`config.mk`:
```
export PLATFORM = sky130hd
export DESIGN_NAME = aes_round_engine
export DESIGN_NICKNAME = d
export VERILOG_FILES = /design/src/rtl/aes_round_engine.sv
export SDC_FILE = /design/constraint.sdc
export NUM_CORES = 2
export LEC_CHECK = 0
export CAP_MARGIN = 20
export CORE_MARGIN = 4
export CORE_UTILIZATION = 47
export CTS_BUF_LIST = sky130_fd_sc_hd__clkbuf_2
export CTS_CLUSTER_SIZE = 25
export DETAILED_ROUTE_END_ITERATION = 8
export GPL_TIMING_DRIVEN = 0
export PLACE_DENSITY = 0.63
export SLEW_MARGIN = 20
export SYNTH_ARGS = -nofsm -noshare
export SYNTH_HDL_FRONTEND = slang
export SYNTH_SLANG_ARGS = --single-unit
```
`constraint.sdc`:
```
create_clock -name clk -period 28.9 [get_ports clk]
set_clock_uncertainty 0.05 [all_clocks]
set_input_delay 5.78 -clock clk [delete_from_list [all_inputs] [get_ports clk]]
set_output_delay 5.78 -clock clk [all_outputs]
set_load 0.05 [all_outputs]
```
`src/rtl/aes_round_engine.sv`:
```
// Iterative AES-128 encryption core. ARK and SubBytes work on one state word per cycle.
// ShiftRows+MixColumns produce one column per cycle. Round keys come from an external expander.

module aes_sbox (
  input  logic [7:0] value,
  output logic [7:0] image
);

  function automatic logic [7:0] gf_mul(input logic [7:0] a, input logic [7:0] b);
    logic [7:0] p;
    logic [7:0] x;
    p = 8'h00;
    x = a;
    for (int i = 0; i < 8; i++) begin
      if (b[i]) p = p ^ x;
      x = {x[6:0], 1'b0} ^ (x[7] ? 8'h1B : 8'h00);
    end
    return p;
  endfunction

  logic [7:0] sq;
  logic [7:0] inv;

  // x^254 is the GF(2^8) multiplicative inverse. It also maps 0 to 0, as the S-box requires.
  always_comb begin
    sq  = value;
    inv = 8'h01;
    for (int i = 1; i < 8; i++) begin
      sq  = gf_mul(sq, sq);
      inv = gf_mul(inv, sq);
    end
    image = inv ^ {inv[6:0], inv[7]} ^ {inv[5:0], inv[7:6]} ^
            {inv[4:0], inv[7:5]} ^ {inv[3:0], inv[7:4]} ^ 8'h63;
  end

endmodule

module aes_round_engine (
  input  logic        clk,
  input  logic        reset,
  input  logic        start,
  input  logic [31:0] data_in,
  input  logic        key_done,
  input  logic [31:0] key_word,
  output logic [3:0]  key_round,
  output logic [1:0]  key_index,
  output logic [31:0] data_out,
  output logic        out_valid,
  output logic        busy,
  output logic        done
);

  typedef enum logic [2:0] {IDLE, LOAD, WAITKEY, ARK, SUB, MIX, OUT} fsm_t;

  fsm_t                 fsm_state;
  fsm_t                 fsm_next;
  logic [0:3][0:3][7:0] aes_state;
  logic [0:3][0:3][7:0] shadow;
  logic [1:0]           cnt;
  logic [1:0]           cnt_next;
  logic [3:0]           round;
  logic [3:0]           round_next;
  logic [31:0]          data_q;
  logic [0:3][7:0]      cur_word;
  logic [0:3][7:0]      sub_word;
  logic [0:3][7:0]      sr_col;
  logic [0:3][7:0]      mix_word;

  function automatic logic [7:0] xtime(input logic [7:0] b);
    return {b[6:0], 1'b0} ^ (b[7] ? 8'h1B : 8'h00);
  endfunction

  function automatic logic [0:3][7:0] mix_column(input logic [0:3][7:0] a);
    logic [0:3][7:0] m;
    m[0] = xtime(a[0] ^ a[1]) ^ a[1] ^ a[2] ^ a[3];
    m[1] = xtime(a[1] ^ a[2]) ^ a[2] ^ a[3] ^ a[0];
    m[2] = xtime(a[2] ^ a[3]) ^ a[3] ^ a[0] ^ a[1];
    m[3] = xtime(a[3] ^ a[0]) ^ a[0] ^ a[1] ^ a[2];
    return m;
  endfunction

  assign cur_word = aes_state[cnt];

  for (genvar b = 0; b < 4; b++) begin : g_sbox
    aes_sbox u_sbox (
      .value(cur_word[b]),
      .image(sub_word[b])
    );
  end

  // ShiftRows folded into the column read: row r comes from the column r places to the right.
  assign sr_col[0] = aes_state[cnt][0];
  assign sr_col[1] = aes_state[cnt + 2'd1][1];
  assign sr_col[2] = aes_state[cnt + 2'd2][2];
  assign sr_col[3] = aes_state[cnt + 2'd3][3];
  assign mix_word  = ((round == 4'd10) ? sr_col : mix_column(sr_col)) ^ key_word;

  always_ff @(posedge clk or posedge reset) begin
    if (reset) fsm_state <= IDLE;
    else       fsm_state <= fsm_next;
  end

  always_comb begin
    fsm_next   = fsm_state;
    cnt_next   = 2'd0;
    round_next = round;
    case (fsm_state)
      IDLE: begin
        round_next = 4'd0;
        if (start) fsm_next = LOAD;
      end
      LOAD: begin
        cnt_next = cnt + 2'd1;
        if (cnt == 2'd3) fsm_next = WAITKEY;
      end
      WAITKEY: begin
        if (key_done) fsm_next = ARK;
      end
      ARK: begin
        cnt_next = cnt + 2'd1;
        if (cnt == 2'd3) begin
          fsm_next   = SUB;
          round_next = 4'd1;
        end
      end
      SUB: begin
        cnt_next = cnt + 2'd1;
        if (cnt == 2'd3) fsm_next = MIX;
      end
      MIX: begin
        cnt_next = cnt + 2'd1;
        if (cnt == 2'd3) begin
          if (round == 4'd10) begin
            fsm_next = OUT;
          end else begin
            fsm_next   = SUB;
            round_next = round + 4'd1;
          end
        end
      end
      OUT: begin
        cnt_next = cnt + 2'd1;
        if (cnt == 2'd3) fsm_next = IDLE;
      end
      default: fsm_next = IDLE;
    endcase
  end

  always_comb begin
    busy      = (fsm_state != IDLE);
    out_valid = (fsm_state == OUT);
    done      = out_valid && (cnt == 2'd3);
    data_out  = out_valid ? aes_state[cnt] : data_q;
  end

  // Key address is computed from next-cycle FSM values, so key_word is settled when consumed.
  always_ff @(posedge clk or posedge reset) begin
    if (reset) begin
      aes_state <= '0;
      shadow    <= '0;
      cnt       <= 2'd0;
      round     <= 4'd0;
      key_round <= 4'd0;
      key_index <= 2'd0;
      data_q    <= 32'h0;
    end else begin
      cnt       <= cnt_next;
      round     <= round_next;
      data_q    <= data_out;
      key_round <= (fsm_next == SUB || fsm_next == MIX) ? round_next : 4'd0;
      key_index <= (fsm_next == ARK || fsm_next == SUB || fsm_next == MIX) ? cnt_next : 2'd0;
      case (fsm_state)
        LOAD: aes_state[cnt] <= data_in;
        ARK:  aes_state[cnt] <= cur_word ^ key_word;
        SUB:  aes_state[cnt] <= sub_word;
        MIX: begin
          shadow[cnt] <= mix_word;
          if (cnt == 2'd3) aes_state <= {shadow[0], shadow[1], shadow[2], mix_word};
        end
        default: ;
      endcase
    end
  end

endmodule

```
==> impl_metrics.yaml <==
timing:
  setup_slack_ns: 5.91
  finalWorstPathRequiredPeriod_ns: 22.99
  worst_slew_pin_slew_ns: 1.32
  grt_setup_unrepaired: "false"
  max_freq_mhz: 43.5
  finalHoldViolCount: 0
  finalMaxSlewViolations: 0
  setup_violations: 0
  timing.setup.tns_ns: 0
  slew-limit-headroom_pct: 12.1
  timing.final.crit_share_pct: 79.5
cts:
  cts.clk_slew.worst_paths_ns: 0.11
  cts_tree: "yes"
  cts_hold_buffers: 0
  post_cts_resized: 0
  clock_tree.buffer_depth: 3
  clk_root_buffer_cell: "sky130_fd_sc_hd__clkbuf_2"
  htreeDepth: 3
  clk_latency_ns: 1.19
  cts.repair_timing.setup_buffer_count: 0
  total_clock_buffers_created_by_cts: 82
  cts_sinks: 271
worst_hold_path:
  depth_of_the_worst_hold_timing_path: 2
  min-delay-path-class: "flop to flop"
  worstHoldEndpoint: "data_q[18]$_DFF_PP0_"
  min-delay-start: "data_q[18]$_DFF_PP0_"
worst_setup_path:
  critPathCaptureType: "flop"
  cp_data_required_time_ns: 29.83
  r2r_setup_slk_ns: 5.91
  critPathKind: "flop to flop"
  cpMaxStageDelayCell: "sky130_fd_sc_hd__xnor2_1"
  critPathMaxStageDelay_ns: 0.75
  path_buf_inv: 22
  crit_path_start_kind: "flop"
  crit-reg2reg-launch: "cnt[1]$_DFF_PP0_"
  worstPathMaxFanout: 10
  worstReg2RegEnd: "aes_state[99]$_DFFE_PP0P_"
  timing.critical_path.arrival_ns: 23.92
  worst-r2r-cell-count: 66
  crit_family: "buffers and inverters"
  crit_top_cell: "sky130_fd_sc_hd__xnor2_1"
  worstSetupPathDepth: 66
synth:
  synth_mux_area_share_pct: 4.73
  ys_async_sr_fraction_pct: 100
  synth_area_in_xor_xnor_pct: 39.5
  netlist-cell-type-count: 155
  synth_compound_area_share_pct: 21.2
  synthCells: 10200
  synth_adder_area_share_pct: 0.589
  synth_enable_flop_cells: 0
  synth.yosys.seq_area_share_pct: 8.77
  synthesis_warnings: 0
  synth.most_common_cell: "sky130_fd_sc_hd__xnor2_1"
  main_synth_ff_type: "sky130_fd_sc_hd__dfrtp_1"
  syn_area_per_cell_sq_um: 7.57
  post_syn_nets: 10300
  synth.ff_latch_count: 271
  yosys.area_share.simple_pct: 19.0
  synth.area.top_cells: "sky130_fd_sc_hd__xnor2_1, sky130_fd_sc_hd__dfrtp_1, sky130_fd_sc_hd__xnor3_1, sky130_fd_sc_hd__nor2_1, sky130_fd_sc_hd__nand2_1"
  synth_top_family_by_area: "XOR/XNOR gates"
  synthDominantAreaCellType: "sky130_fd_sc_hd__xnor2_1"
  synth_area_sq_um: 77300
  synth_top_area_share_pct: 21.0
  ys_top_cells_by_count: "sky130_fd_sc_hd__xnor2_1, sky130_fd_sc_hd__nor2_1, sky130_fd_sc_hd__nand2_1"
die:
  core-area_sq_um: 163000
  num_ports: 109
  die_width_um: 414
  floorplan.die.height_um: 414
  rows: 148
  floorplan.initialDensity_pct: 47.4
  design.die.area_sq_um: 171000
global_routing:
  globalRouteMet1Util_pct: 45.3
  maximum_number_of_pins_on_one_net_before_global_route_repair: 93
  grt_pass1_vias: 74700
  globalRouteMet3Util_pct: 6.12
  use_met2_pct: 53.8
  antenna_found_initial: 14
  global_route.peak_usage_layer: "met2"
  grt_pass1_wl_um: 460000
  gr-usage-all-layers_pct: 34.1
  grt-ovfl-total: 0
cells_and_area:
  nNetsFinal: 10500
  fillers: 16200
  layout.cells.non_filler: 12700
  finalCoreUtilization_pct: 50.3
  multi_input_comb_area_sq_um: 65800
  ff_latch_area_sq_um: 6780
  fraction_of_final_layout_cells_sized_beyond_drive_strength_1_pct: 8.32
  growth_of_design_area_from_synthesis_to_finish_pct: 6.26
drt:
  detailedRoute.firstPassIterationCount: 9
  dr_total_vias: 80100
  residual_drc: 0
  wire_per_inst_um: 24.2
  antenna_violating_nets_post_route: 0
  drt-total-wl_um: 306000
  drt-vias-per-instance: 6.33
  drtIter0Drc: 10100
run:
  cap_violations: 0
run_status:
  status: "finished clean"
placement:
  routabilityCongestion: 1.03
  numPlacedInstances: 12500
  worst_case_setup_slack_after_placement_ns: 6.57
  post-dp-hpwl_um: 227000
  place.port_buffers: 108
worst min-delay path, delay by kind of cell, from the launching register on:
kind / cells / cell delay [ns]
DFF: 1 / 0.33
and+or+nand+nor: 2 / 0.12
final cells by class:
| cell class | count | share of cell area [%] |
|---|---|---|
| Buffer | 770 | 5.21 |
| Sequential cell | 271 | 8.26 |
| Clock inverter | 39 | 0.323 |
| Timing Repair Buffer | 114 | 1.45 |
| Antenna cell | 4 | 0.0122 |
| Inverter | 146 | 0.681 |
| Clock buffer | 110 | 0.670 |
| Multi-Input combinational cell | 9025 | 80.1 |
| Tap cell | 2175 | 3.31 |
worst max path at each step:
stage | startpoint | to | slack, ns
floorplan | cnt[0]$_DFF_PP0_ | aes_state[100]$_DFFE_PP0P_ | 12.10
global placement | cnt[1]$_DFF_PP0_ | aes_state[71]$_DFFE_PP0P_ | 6.68
detailed placement | cnt[1]$_DFF_PP0_ | aes_state[99]$_DFFE_PP0P_ | 6.57
CTS | cnt[1]$_DFF_PP0_ | aes_state[99]$_DFFE_PP0P_ | 6.41
global route | cnt[1]$_DFF_PP0_ | aes_state[71]$_DFFE_PP0P_ | 4.49
finish | cnt[1]$_DFF_PP0_ | aes_state[99]$_DFFE_PP0P_ | 5.91
flip-flops by register name (all words and copies together) (netlist names):
register / count
key_index: 2
data_q: 32
cnt: 2
shadow: 96
key_round: 4
round: 4
aes_state: 128
fsm_state: 3
cell usage in the layout, fill, tap and decap left out, types with 186 or more instances in the layout:
cell,netlist,final
sky130_fd_sc_hd__xnor2_1,1851,1842
sky130_fd_sc_hd__nor2_1,1239,1239
sky130_fd_sc_hd__nand2_1,1232,1232
sky130_fd_sc_hd__o21ai_0,624,622
sky130_fd_sc_hd__a21oi_1,604,604
sky130_fd_sc_hd__xor2_1,466,465
sky130_fd_sc_hd__clkbuf_1,441,432
sky130_fd_sc_hd__dfrtp_1,271,271
sky130_fd_sc_hd__nor3_1,237,237
sky130_fd_sc_hd__nand3_1,233,233
sky130_fd_sc_hd__xnor3_1,223,223
sky130_fd_sc_hd__mux2i_1,186,186
stage by stage:
step | area, sq um | hold slack [ns]
3_5_place_dp | 81200 | 0.412
6_report | 82100 | 0.433
2_1_floorplan | 77300 | 0.400
4_1_cts | 82000 | 0.437
3_3_place_gp | 81100 | 0.407
5_1_grt | 82100 | 0.459
layer usage:
layer / vias up / part of all wire [%]
met5: - / 0.027
met4: 12 / 5.3
met3: 924 / 9.9
met2: 4800 / 44
met1: 38300 / 40
li1: 36100 / -
cells by family after synthesis:
logic type                 Yosys count
buffers and inverters              916
muxes                              282
adders and majority gates           37
AOI/OAI and AO/OA                 2510
xor gates and xnor gates          2798
and+or+nand+nor                   3398
DFF                                271
Power is left out: the tool's default activity adds up to more than one toggle a clock period on the data nets, which glitch-free logic cannot reach.
